`src/rtl/config_pkg.sv`:
```
// Elaborated CVA6 configuration type plus the word map shared by firmware, the debug module and cva6_cfg_reader.
// Latency: n/a (types and constants only).
// Backpressure: n/a.
package config_pkg;

    // Region rule vectors hold up to 16 rules, 64 bits per rule.
    typedef struct packed {
        logic [31:0]   XLEN;
        logic          RVA;
        logic          RVB;
        logic          RVC;
        logic          RVD;
        logic          RVF;
        logic          RVH;
        logic          RVS;
        logic          RVU;
        logic          RVV;
        logic [31:0]   VLEN;
        logic [31:0]   IcacheByteSize;
        logic [31:0]   IcacheSetAssoc;
        logic [31:0]   IcacheLineWidth;
        logic [31:0]   DcacheByteSize;
        logic [31:0]   DcacheSetAssoc;
        logic [31:0]   DcacheLineWidth;
        logic [31:0]   NrPMPEntries;
        logic [31:0]   NrScoreboardEntries;
        logic [31:0]   NrNonIdempotentRules;
        logic [1023:0] NonIdempotentAddrBase;
        logic [1023:0] NonIdempotentLength;
        logic [31:0]   NrExecuteRegionRules;
        logic [1023:0] ExecuteRegionAddrBase;
        logic [1023:0] ExecuteRegionLength;
        logic [31:0]   NrCachedRegionRules;
        logic [1023:0] CachedRegionAddrBase;
        logic [1023:0] CachedRegionLength;
        logic [63:0]   HaltAddress;
        logic [63:0]   ExceptionAddress;
        logic [63:0]   DmBaseAddress;
    } cva6_cfg_t;

    localparam cva6_cfg_t cva6_cfg_empty = '0;

    // Word indices
    localparam logic [7:0] CFG_RD_XLEN         = 8'h00;
    localparam logic [7:0] CFG_RD_ISA          = 8'h01;
    localparam logic [7:0] CFG_RD_VLEN         = 8'h02;
    localparam logic [7:0] CFG_RD_ICACHE_SIZE  = 8'h03;
    localparam logic [7:0] CFG_RD_ICACHE_ASSOC = 8'h04;
    localparam logic [7:0] CFG_RD_ICACHE_LINE  = 8'h05;
    localparam logic [7:0] CFG_RD_DCACHE_SIZE  = 8'h06;
    localparam logic [7:0] CFG_RD_DCACHE_ASSOC = 8'h07;
    localparam logic [7:0] CFG_RD_DCACHE_LINE  = 8'h08;
    localparam logic [7:0] CFG_RD_NR_PMP       = 8'h09;
    localparam logic [7:0] CFG_RD_NR_SB        = 8'h0A;
    localparam logic [7:0] CFG_RD_NR_RULES     = 8'h0B;
    localparam logic [7:0] CFG_RD_HALT_ADDR    = 8'h0C;
    localparam logic [7:0] CFG_RD_EXC_ADDR     = 8'h0D;
    localparam logic [7:0] CFG_RD_DM_BASE      = 8'h0E;
    localparam logic [7:0] CFG_RD_NONIDEM_BASE = 8'h10;
    localparam logic [7:0] CFG_RD_EXEC_BASE    = 8'h30;
    localparam logic [7:0] CFG_RD_CACHED_BASE  = 8'h50;
    localparam logic [7:0] CFG_RD_REGION_END   = 8'h70;

    // misa letter positions; I is always reported since every hart has the base integer ISA
    localparam int unsigned ISA_A_BIT = 0;
    localparam int unsigned ISA_B_BIT = 1;
    localparam int unsigned ISA_C_BIT = 2;
    localparam int unsigned ISA_D_BIT = 3;
    localparam int unsigned ISA_F_BIT = 5;
    localparam int unsigned ISA_H_BIT = 7;
    localparam int unsigned ISA_I_BIT = 8;
    localparam int unsigned ISA_S_BIT = 18;
    localparam int unsigned ISA_U_BIT = 20;
    localparam int unsigned ISA_V_BIT = 21;

    typedef enum logic {
        RD_IDLE,
        RD_STREAM
    } rd_state_e;

endpackage

```
`src/rtl/cva6_cfg_word_lut.sv`:
```
// Combinational word index -> {data, err} lookup over the elaborated configuration.
// Latency: 0 cycles (pure combinational).
// Backpressure: none; ports addr_i (word index), data_o (zero-extended word), err_o (unmapped/unused).
module cva6_cfg_word_lut
    import config_pkg::*;
#(
    parameter cva6_cfg_t CVA6Cfg = cva6_cfg_empty
) (
    input  logic [7:0]  addr_i,
    output logic [63:0] data_o,
    output logic        err_o
);

    logic        in_region;
    logic [6:0]  off;
    logic [1:0]  grp;
    logic [3:0]  rule;
    logic [31:0] nr;
    logic [63:0] base;
    logic [63:0] len;

    // Region window 0x10..0x6F: 32 words per rule class, base/length interleaved.
    assign in_region = (addr_i >= CFG_RD_NONIDEM_BASE) && (addr_i < CFG_RD_REGION_END);
    assign off       = addr_i[6:0] - CFG_RD_NONIDEM_BASE[6:0];
    assign grp       = off[6:5];
    assign rule      = off[4:1];

    always_comb begin
        nr   = '0;
        base = '0;
        len  = '0;
        case (grp)
            2'd0: begin
                nr   = CVA6Cfg.NrNonIdempotentRules;
                base = CVA6Cfg.NonIdempotentAddrBase[64*rule +: 64];
                len  = CVA6Cfg.NonIdempotentLength[64*rule +: 64];
            end
            2'd1: begin
                nr   = CVA6Cfg.NrExecuteRegionRules;
                base = CVA6Cfg.ExecuteRegionAddrBase[64*rule +: 64];
                len  = CVA6Cfg.ExecuteRegionLength[64*rule +: 64];
            end
            2'd2: begin
                nr   = CVA6Cfg.NrCachedRegionRules;
                base = CVA6Cfg.CachedRegionAddrBase[64*rule +: 64];
                len  = CVA6Cfg.CachedRegionLength[64*rule +: 64];
            end
            default: ;
        endcase
    end

    always_comb begin
        data_o = '0;
        err_o  = 1'b0;
        if (in_region) begin
            // Rule slots past the configured count exist in the vector but are not meaningful.
            if ({28'd0, rule} < nr) data_o = off[0] ? len : base;
            else                    err_o  = 1'b1;
        end else begin
            case (addr_i)
                CFG_RD_XLEN:         data_o = {32'd0, CVA6Cfg.XLEN};
                CFG_RD_ISA: begin
                    data_o[ISA_A_BIT] = CVA6Cfg.RVA;
                    data_o[ISA_B_BIT] = CVA6Cfg.RVB;
                    data_o[ISA_C_BIT] = CVA6Cfg.RVC;
                    data_o[ISA_D_BIT] = CVA6Cfg.RVD;
                    data_o[ISA_F_BIT] = CVA6Cfg.RVF;
                    data_o[ISA_H_BIT] = CVA6Cfg.RVH;
                    data_o[ISA_I_BIT] = 1'b1;
                    data_o[ISA_S_BIT] = CVA6Cfg.RVS;
                    data_o[ISA_U_BIT] = CVA6Cfg.RVU;
                    data_o[ISA_V_BIT] = CVA6Cfg.RVV;
                end
                CFG_RD_VLEN:         data_o = {32'd0, CVA6Cfg.VLEN};
                CFG_RD_ICACHE_SIZE:  data_o = {32'd0, CVA6Cfg.IcacheByteSize};
                CFG_RD_ICACHE_ASSOC: data_o = {32'd0, CVA6Cfg.IcacheSetAssoc};
                CFG_RD_ICACHE_LINE:  data_o = {32'd0, CVA6Cfg.IcacheLineWidth};
                CFG_RD_DCACHE_SIZE:  data_o = {32'd0, CVA6Cfg.DcacheByteSize};
                CFG_RD_DCACHE_ASSOC: data_o = {32'd0, CVA6Cfg.DcacheSetAssoc};
                CFG_RD_DCACHE_LINE:  data_o = {32'd0, CVA6Cfg.DcacheLineWidth};
                CFG_RD_NR_PMP:       data_o = {32'd0, CVA6Cfg.NrPMPEntries};
                CFG_RD_NR_SB:        data_o = {32'd0, CVA6Cfg.NrScoreboardEntries};
                CFG_RD_NR_RULES:     data_o = {40'd0,
                                               CVA6Cfg.NrCachedRegionRules[7:0],
                                               CVA6Cfg.NrExecuteRegionRules[7:0],
                                               CVA6Cfg.NrNonIdempotentRules[7:0]};
                CFG_RD_HALT_ADDR:    data_o = CVA6Cfg.HaltAddress;
                CFG_RD_EXC_ADDR:     data_o = CVA6Cfg.ExceptionAddress;
                CFG_RD_DM_BASE:      data_o = CVA6Cfg.DmBaseAddress;
                default:             err_o  = 1'b1;
            endcase
        end
    end

endmodule

```
`src/rtl/cva6_cfg_reader.sv`:
```
// Read-only burst responder for the elaborated configuration: clk_i/rst_ni, flush_i, req_* in, rsp_* out.
// Latency: first beat registered 1 cycle after request accept; 1 beat/cycle thereafter.
// Backpressure: output register holds while rsp_ready_i is low; requests only accepted in IDLE with a free output slot.
module cva6_cfg_reader
    import config_pkg::*;
#(
    parameter cva6_cfg_t CVA6Cfg = cva6_cfg_empty
) (
    input  logic        clk_i,
    input  logic        rst_ni,
    input  logic        flush_i,
    input  logic        req_valid_i,
    output logic        req_ready_o,
    input  logic [7:0]  req_addr_i,
    input  logic [4:0]  req_len_i,
    output logic        rsp_valid_o,
    input  logic        rsp_ready_i,
    output logic [63:0] rsp_data_o,
    output logic        rsp_err_o,
    output logic        rsp_last_o
);

    rd_state_e   state_q, state_d;
    logic [7:0]  addr_q, addr_d;
    logic [4:0]  rem_q, rem_d;
    logic        rsp_valid_q, rsp_valid_d;
    logic [63:0] rsp_data_q, rsp_data_d;
    logic        rsp_err_q, rsp_err_d;
    logic        rsp_last_q, rsp_last_d;

    logic [7:0]  lut_addr;
    logic [63:0] lut_data;
    logic        lut_err;
    logic        req_hs;
    logic        rsp_hs;

    // In IDLE the lookup serves the incoming request; in STREAM it serves the next burst word.
    assign lut_addr = (state_q == RD_IDLE) ? req_addr_i : addr_q;

    cva6_cfg_word_lut #(
        .CVA6Cfg(CVA6Cfg)
    ) u_lut (
        .addr_i(lut_addr),
        .data_o(lut_data),
        .err_o (lut_err)
    );

    // Flush gating keeps the handshake definition honest: nothing is accepted in a flush cycle.
    assign req_ready_o = (state_q == RD_IDLE) && (!rsp_valid_q || rsp_ready_i) && !flush_i;
    assign req_hs      = req_valid_i && req_ready_o;
    assign rsp_hs      = rsp_valid_q && rsp_ready_i;

    always_comb begin
        state_d     = state_q;
        addr_d      = addr_q;
        rem_d       = rem_q;
        rsp_valid_d = rsp_valid_q;
        rsp_data_d  = rsp_data_q;
        rsp_err_d   = rsp_err_q;
        rsp_last_d  = rsp_last_q;

        if (flush_i) begin
            state_d     = RD_IDLE;
            rsp_valid_d = 1'b0;
            rsp_data_d  = '0;
            rsp_err_d   = 1'b0;
            rsp_last_d  = 1'b0;
        end else begin
            case (state_q)
                RD_IDLE: begin
                    if (req_hs) begin
                        rsp_valid_d = 1'b1;
                        rsp_data_d  = lut_data;
                        rsp_err_d   = lut_err;
                        rsp_last_d  = (req_len_i == 5'd0);
                        addr_d      = req_addr_i + 8'd1;
                        rem_d       = req_len_i;
                        state_d     = (req_len_i != 5'd0) ? RD_STREAM : RD_IDLE;
                    end else if (rsp_hs) begin
                        rsp_valid_d = 1'b0;
                    end
                end
                RD_STREAM: begin
                    // rem_q counts beats still to load; it is never 0 here.
                    if (rsp_hs) begin
                        rsp_data_d = lut_data;
                        rsp_err_d  = lut_err;
                        rsp_last_d = (rem_q == 5'd1);
                        addr_d     = addr_q + 8'd1;
                        rem_d      = rem_q - 5'd1;
                        if (rem_q == 5'd1) state_d = RD_IDLE;
                    end
                end
                default: state_d = RD_IDLE;
            endcase
        end
    end

    always_ff @(posedge clk_i or negedge rst_ni) begin
        if (!rst_ni) begin
            state_q     <= RD_IDLE;
            addr_q      <= '0;
            rem_q       <= '0;
            rsp_valid_q <= 1'b0;
            rsp_data_q  <= '0;
            rsp_err_q   <= 1'b0;
            rsp_last_q  <= 1'b0;
        end else begin
            state_q     <= state_d;
            addr_q      <= addr_d;
            rem_q       <= rem_d;
            rsp_valid_q <= rsp_valid_d;
            rsp_data_q  <= rsp_data_d;
            rsp_err_q   <= rsp_err_d;
            rsp_last_q  <= rsp_last_d;
        end
    end

    assign rsp_valid_o = rsp_valid_q;
    assign rsp_data_o  = rsp_data_q;
    assign rsp_err_o   = rsp_err_q;
    assign rsp_last_o  = rsp_last_q;

endmodule
```
`config.mk`:
```
export PLATFORM = sky130hd
export DESIGN_NAME = cva6_cfg_reader
export DESIGN_NICKNAME = d
export VERILOG_FILES = /design/src/rtl/config_pkg.sv /design/src/rtl/cva6_cfg_word_lut.sv /design/src/rtl/cva6_cfg_reader.sv
export SDC_FILE = /design/constraint.sdc
export NUM_CORES = 1
export LEC_CHECK = 0
export ABC_CLOCK_PERIOD_IN_PS = 3900
export CELL_PAD_IN_SITES_DETAIL_PLACEMENT = 1
export CELL_PAD_IN_SITES_GLOBAL_PLACEMENT = 1
export CORE_MARGIN = 3
export CORE_UTILIZATION = 35
export DETAILED_ROUTE_END_ITERATION = 10
export GPL_TIMING_DRIVEN = 0
export PLACE_DENSITY = 0.7
export SYNTH_ARGS = -nofsm -noshare
export SYNTH_HDL_FRONTEND = slang
export SYNTH_HIERARCHICAL = 1
export SYNTH_SLANG_ARGS = --single-unit
```
`constraint.sdc`:
```
create_clock -name clk_i -period 3.9 [get_ports clk_i]
set_input_delay 0.39 -clock clk_i [delete_from_list [all_inputs] [get_ports clk_i]]
set_output_delay 0.39 -clock clk_i [all_outputs]
set_load 0.01 [all_outputs]
```
==> results.py, run 1 <==
metrics = {
    "die": {
        "core_mm2": 0.0106,
        "pin_count": 86,
        "die_h_um": 112,
        "die_area_mm2": 0.0124,
        "num_rows": 37,
        "initial_core_util": 0.368,
        "die_w_um": 112,
    },
    "synth": {
        "yosysWarnings": 6,
        "synthArstFlopShare": 1.00,
        "synth-seq-cells": 81,
        "syn_area_per_cell_um2": 11.9,
        "synth_area_mm2": 0.00390,
        "synth_enable_flop_cells": 0,
        "synth_ff_type": "dfrtp_1",
        "synth_cells": 329,
        "synth_cell_types": 50,
        "ys_seq_area_frac": 0.520,
    },
    "timing": {
        "tightest_slew_ps": 557,
        "hold_slack_ps": 21.8,
        "finalSetupTns_ps": 0,
        "rsz0062_at_grt": "no",
        "fin_crit_sh": 0.645,
        "hold_viol": 0,
        "finalCriticalPeriod_ps": 2520,
        "maxSlewHeadroom": 0.629,
        "worst_slack_ps": 1380,
        "setup_viol": 0,
        "skew_ps": 10.5,
        "slew_viol_final": 0,
        "fmaxAchievable_mhz": 397,
    },
    "placed_design": {
        "dpl.hpwl_mm": 6.80,
        "preCtsSetupSlack_ps": 1620,
        "gp_congestion": 0.783,
        "port_buffers": 84,
    },
    "cells_and_area": {
        "antenna_cells": 0,
        "drive_above_1_share": 0.232,
        "nNetsFinal": 508,
        "layout_common_cells": "clkdlybuf4s50_1 (83), dfrtp_1 (81), buf_4 (66)",
        "post-route-util": 0.504,
        "final_common_cell": "clkdlybuf4s50_1",
        "syn_to_final_growth_pct": 37.1,
    },
    "critical_path": {
        "cp_cell_sequence": "buf_6 > buf_2 > buf_2 > nor3_1 > clkdlybuf4s50_1",
        "cpMostUsedCell": "buf_2",
        "worst-path-max-fanout": 10,
        "path_buf_inv": 4,
        "critPathCaptureType": "output port",
        "crit_type": "reg2out",
        "crit_arrival_ps": 2130,
        "cp-start-kind": "flip-flop",
        "cp.required_ps": 3510,
        "cp_slowest_cell": "clkdlybuf4s50_1",
        "crit_family": "buffers and inverters",
        "cpPeakStageDelay_ps": 600,
    },
    "route": {
        "post_drt_wl_per_cell_um": 14.8,
        "viasPerCell": 4.55,
        "drtIter0Drc": 76,
        "via_count": 2853,
        "ant_nets": 0,
        "postRouteWirelength_mm": 9.28,
        "drt_pass1_iterations": 4,
        "drcViolationCount": 0,
    },
    "global_route": {
        "met3_usage": 0.0609,
        "antenna_found_initial": 0,
        "grt-busiest-layer": "met2",
        "grt_pass1_wl_mm": 16.0,
        "track_usage": 0.157,
        "grtUsageMet1": 0.202,
        "gr-total-overflow": 0,
        "grt_pass1_vias": 3130,
        "grt_max_degree": 43,
        "gr-usage-met2": 0.252,
    },
    "clocking": {
        "cts_resized": 0,
        "path_clk_slew_ps": 80,
        "htreeDepth": 3,
        "tritoncts": "built",
        "hold_buffers": 0,
        "postCtsSetupBuffers": 0,
        "cts-root-buf": "clkbuf_8",
        "clockBufferDepth": 2,
        "cts_sinks": 81,
        "numCtsBuffers": 9,
        "clk_latency_ps": 350,
    },
    "pwr": {
        "ir_drop_mv": 0.167,
        "power_uw": 2350,
        "p_leak_uw": 0.00262,
        "power.density_mw_per_mm2": 440,
    },
    "flow_run": {
        "max_cap_viol_count": 0,
    },
    "hold_path": {
        "hold_path.class": "in2async",
    },
    "run_status": {
        "status": "completed",
    },
}
==> per-stage QoR <==
step                cell area, um2  std cells
finish                        5350        627
global route                  5350        627
CTS                           5350        627
detailed placement            5160        612
global placement              5140        611
floorplan                     4130        391
==> synthesized netlist by cell type (all sizes together), types with 2 or more instances <==
cell    count  share of area
buf        81           0.16
dfrtp      81           0.52
a22o       65           0.15
nand2      17          0.017
o21ai      13          0.018
inv         7         0.0067
mux2        6          0.017
nor2        6         0.0058
mux2i       5          0.016
a21oi       4         0.0051
ha          3         0.0096
nor3        3         0.0067
xor2        3         0.0067
clkbuf      2         0.0019
nand3       2         0.0026
nand4       2         0.0032
nor4        2         0.0048
o22ai       2         0.0032
xnor2       2         0.0045
==> path summary, 6_finish.rpt <==
path,startpoint,to,slack [ps],cells after the start
max,state_q$_DFF_PN0_,req_ready_o,1380,5
max reg2reg,state_q$_DFF_PN0_,addr_q[6]$_DFFE_PN0P_,1710,8
min in group clk_i,flush_i,state_q$_DFF_PN0_,420,2
min,rst_ni,addr_q[7]$_DFFE_PN0P_,20,1
max in group asynchronous,rst_ni,rsp_data_o[33]$_DFFE_PN0P_,3270,2
min reg2reg,addr_q[5]$_DFFE_PN0P_,addr_q[5]$_DFFE_PN0P_,490,2
==> power breakdown <==
group	internal (uW)	total (uW)	leakage [uW]	switching (uW)
Clock	289	600	0.0000909	311
Combinational	364	687	0.00146	322
Sequential	969	1070	0.00107	96.8
==> final cells by class <==
cell class | count | area, um2
Fill cell | 1220 | 5260
Inverter | 7 | 26.3
Multi-Input combinational cell | 220 | 1470
Sequential cell | 81 | 2030
Clock buffer | 9 | 124
Tap cell | 136 | 170
Timing Repair Buffer | 85 | 858
Buffer | 83 | 613
Clock inverter | 6 | 60.1
==> cells by family (layout without fill, tap and decap cells) <==
logic type	after synthesis	after routing	share of synthesized area
AOI/OAI and AO/OA	94	94	0.195
buffers and inverters	90	190	0.164
DFF	81	81	0.520
and+or+nand+nor	44	44	0.0658
muxes	11	11	0.0334
xor gates and xnor gates	5	5	0.0112
adders and majority gates	3	3	0.00963
other	1	63	0.000962
==> state kept, by name, indices dropped and copies added, names as in the netlist <==
signal,cells
rsp_valid_o,1
addr_q,8
rsp_last_o,1
rsp_data_o,64
state_q,1
rsp_err_o,1
rem_q,5
==> per-layer routing <==
metal  vias up  routed length (um)
li1       1374                   -
met1      1407                4170
met2        63                4340
met3         9                 677
met4         0                 105
met5         -                   0
(Power assumes the default switching activity.)
==> inputs of run 2 (changes only) <==
--- a/config.mk
+++ b/config.mk
@@ -5,7 +5,7 @@
 export SDC_FILE = /design/constraint.sdc
 export NUM_CORES = 1
 export LEC_CHECK = 0
-export ABC_CLOCK_PERIOD_IN_PS = 3900
+export ABC_CLOCK_PERIOD_IN_PS = 2550
 export CELL_PAD_IN_SITES_DETAIL_PLACEMENT = 1
 export CELL_PAD_IN_SITES_GLOBAL_PLACEMENT = 1
 export CORE_MARGIN = 3
==> constraint.sdc (replaced) <==
create_clock -name clk_i -period 2.55 [get_ports clk_i]
set_input_delay 0.255 -clock clk_i [delete_from_list [all_inputs] [get_ports clk_i]]
set_output_delay 0.255 -clock clk_i [all_outputs]
set_load 0.01 [all_outputs]
==> results.py, run 2 (synthesis results as in run 1) <==
metrics = {
    "cells_and_area": {
        "drive_above_1_share": 0.232,
        "layout_common_cells": "clkdlybuf4s50_1 (83), dfrtp_1 (81), buf_4 (66)",
        "finalNonFillerCells": 628,
        "nNetsFinal": 509,
        "multiInputGateArea_mm2": 0.00147,
        "antenna_cells": 0,
        "nFillCells": 1219,
        "seq_area_mm2": 0.00203,
        "syn_to_final_growth_pct": 37.3,
        "final_common_cell": "clkdlybuf4s50_1",
        "largest_reg_flops": 64,
    },
    "timing": {
        "fmaxAchievable_mhz": 420,
        "slew_viol_final": 0,
        "finalCriticalPeriod_ps": 2380,
        "fin_crit_sh": 0.934,
        "hold_slack_ps": 280,
        "tightest_slew_ps": 555,
        "hold_viol": 0,
        "setup_viol": 0,
        "rsz0062_at_grt": "no",
        "worst_slack_ps": 168,
        "skew_ps": 8.46,
        "maxSlewHeadroom": 0.630,
    },
    "global_route": {
        "grt_pass1_vias": 3130,
        "grt_max_degree": 43,
        "antenna_found_initial": 0,
        "track_usage": 0.157,
        "grt_pass1_wl_mm": 16.0,
        "gr-total-overflow": 0,
    },
    "die": {
        "num_rows": 37,
        "core_mm2": 0.0106,
        "initial_core_util": 0.368,
        "die_w_um": 112,
        "die_area_mm2": 0.0124,
        "pin_count": 86,
        "die_h_um": 112,
    },
    "placed_design": {
        "dp_cells": 612,
        "gp_congestion": 0.783,
        "dpl.hpwl_mm": 6.80,
        "port_buffers": 84,
        "preCtsSetupSlack_ps": 362,
    },
    "clocking": {
        "path_clk_slew_ps": 80,
        "clk_latency_ps": 350,
        "cts_sinks": 81,
        "tritoncts": "built",
        "numCtsBuffers": 9,
        "htreeDepth": 3,
        "cts_resized": 0,
        "cts-root-buf": "clkbuf_8",
        "clockBufferDepth": 2,
        "hold_buffers": 1,
        "postCtsSetupBuffers": 0,
    },
    "route": {
        "drcViolationCount": 0,
        "ant_nets": 0,
        "post_drt_wl_per_cell_um": 14.8,
        "postRouteWirelength_mm": 9.30,
        "drtIter0Drc": 79,
        "viasPerCell": 4.55,
        "drt_pass1_iterations": 4,
        "via_count": 2860,
    },
    "pwr": {
        "power_uw": 3600,
        "p_leak_uw": 0.00263,
        "power.density_mw_per_mm2": 672,
        "ir_drop_mv": 0.256,
    },
    "critical_path": {
        "critPathCaptureType": "output port",
        "regToRegEndpoint": "addr_q[6]$_DFFE_PN0P_",
        "crit_arrival_ps": 2130,
        "ff2ff_path_depth": 8,
        "crit_type": "reg2out",
        "rrSetupSlack_ps": 360,
        "worst-path-max-fanout": 10,
        "cp-start-kind": "flip-flop",
        "cp.required_ps": 2300,
        "reg2reg_from": "state_q$_DFF_PN0_",
    },
    "hold_path": {
        "hold_path_depth": 2,
        "hold_path.class": "in2reg",
        "holdPathEnd": "state_q$_DFF_PN0_",
        "worstHoldStart": "flush_i",
    },
    "flow_run": {
        "max_cap_viol_count": 0,
    },
    "run_status": {
        "status": "completed",
    },
}
## run 2: changes by cell type in the layout (fill, tap and decap cells not counted)
cell	before	now
dlygate4sd3_1	0	1
## run 2: how the worst max path moves through the flow
stage               depth (start not counted)              start                          to
floorplan                                   8  state_q$_DFF_PN0_       addr_q[6]$_DFFE_PN0P_
global placement                            1             rst_ni  rsp_data_o[38]$_DFFE_PN0P_
detailed placement                          8  state_q$_DFF_PN0_       addr_q[6]$_DFFE_PN0P_
CTS                                         5  state_q$_DFF_PN0_                 req_ready_o
global route                                5  state_q$_DFF_PN0_                 req_ready_o
finish                                      5  state_q$_DFF_PN0_                 req_ready_o
## run 2: final cells by class
class,count,area share
Inverter,7,0.00491
Timing Repair Buffer,86,0.162
Clock buffer,9,0.0231
Tap cell,136,0.0318
Buffer,83,0.114
Sequential cell,81,0.379
Multi-Input combinational cell,220,0.274
Clock inverter,6,0.0112
## run 2: per-layer routing
| layer | vias to the layer above | wire (um) | GRT usage |
|---|---|---|---|
| met1 | 1411 | 4150 | 0.202 |
| met5 | - | 0 | 0 |
| li1 | 1377 | - | - |
| met2 | 63 | 4360 | 0.252 |
| met4 | 0 | 105 | 0.0389 |
| met3 | 9 | 673 | 0.0603 |
## run 2: stage by stage
step                TNS (ps)   util  area [um2]
floorplan                  0      -        4130
finish                     0  0.505        5360
detailed placement         0  0.487        5160
global placement     -151740  0.485        5140
CTS                        0  0.505        5360
global route               0  0.505        5360
## run 2: power breakdown
group | leakage (uW) | switching, uW | internal (uW)
Sequential | 0.00107 | 148 | 1480
Combinational | 0.00147 | 493 | 558
Clock | 0.0000909 | 474 | 442
Total | 0.00263 | 1120 | 2480
## run 2: critical path, stage by stage, from the launching register on
cell and delay [ps]:
dfrtp_1 380, buf_6 150, buf_2 210, buf_2 230, nor3_1 230, clkdlybuf4s50_1 600
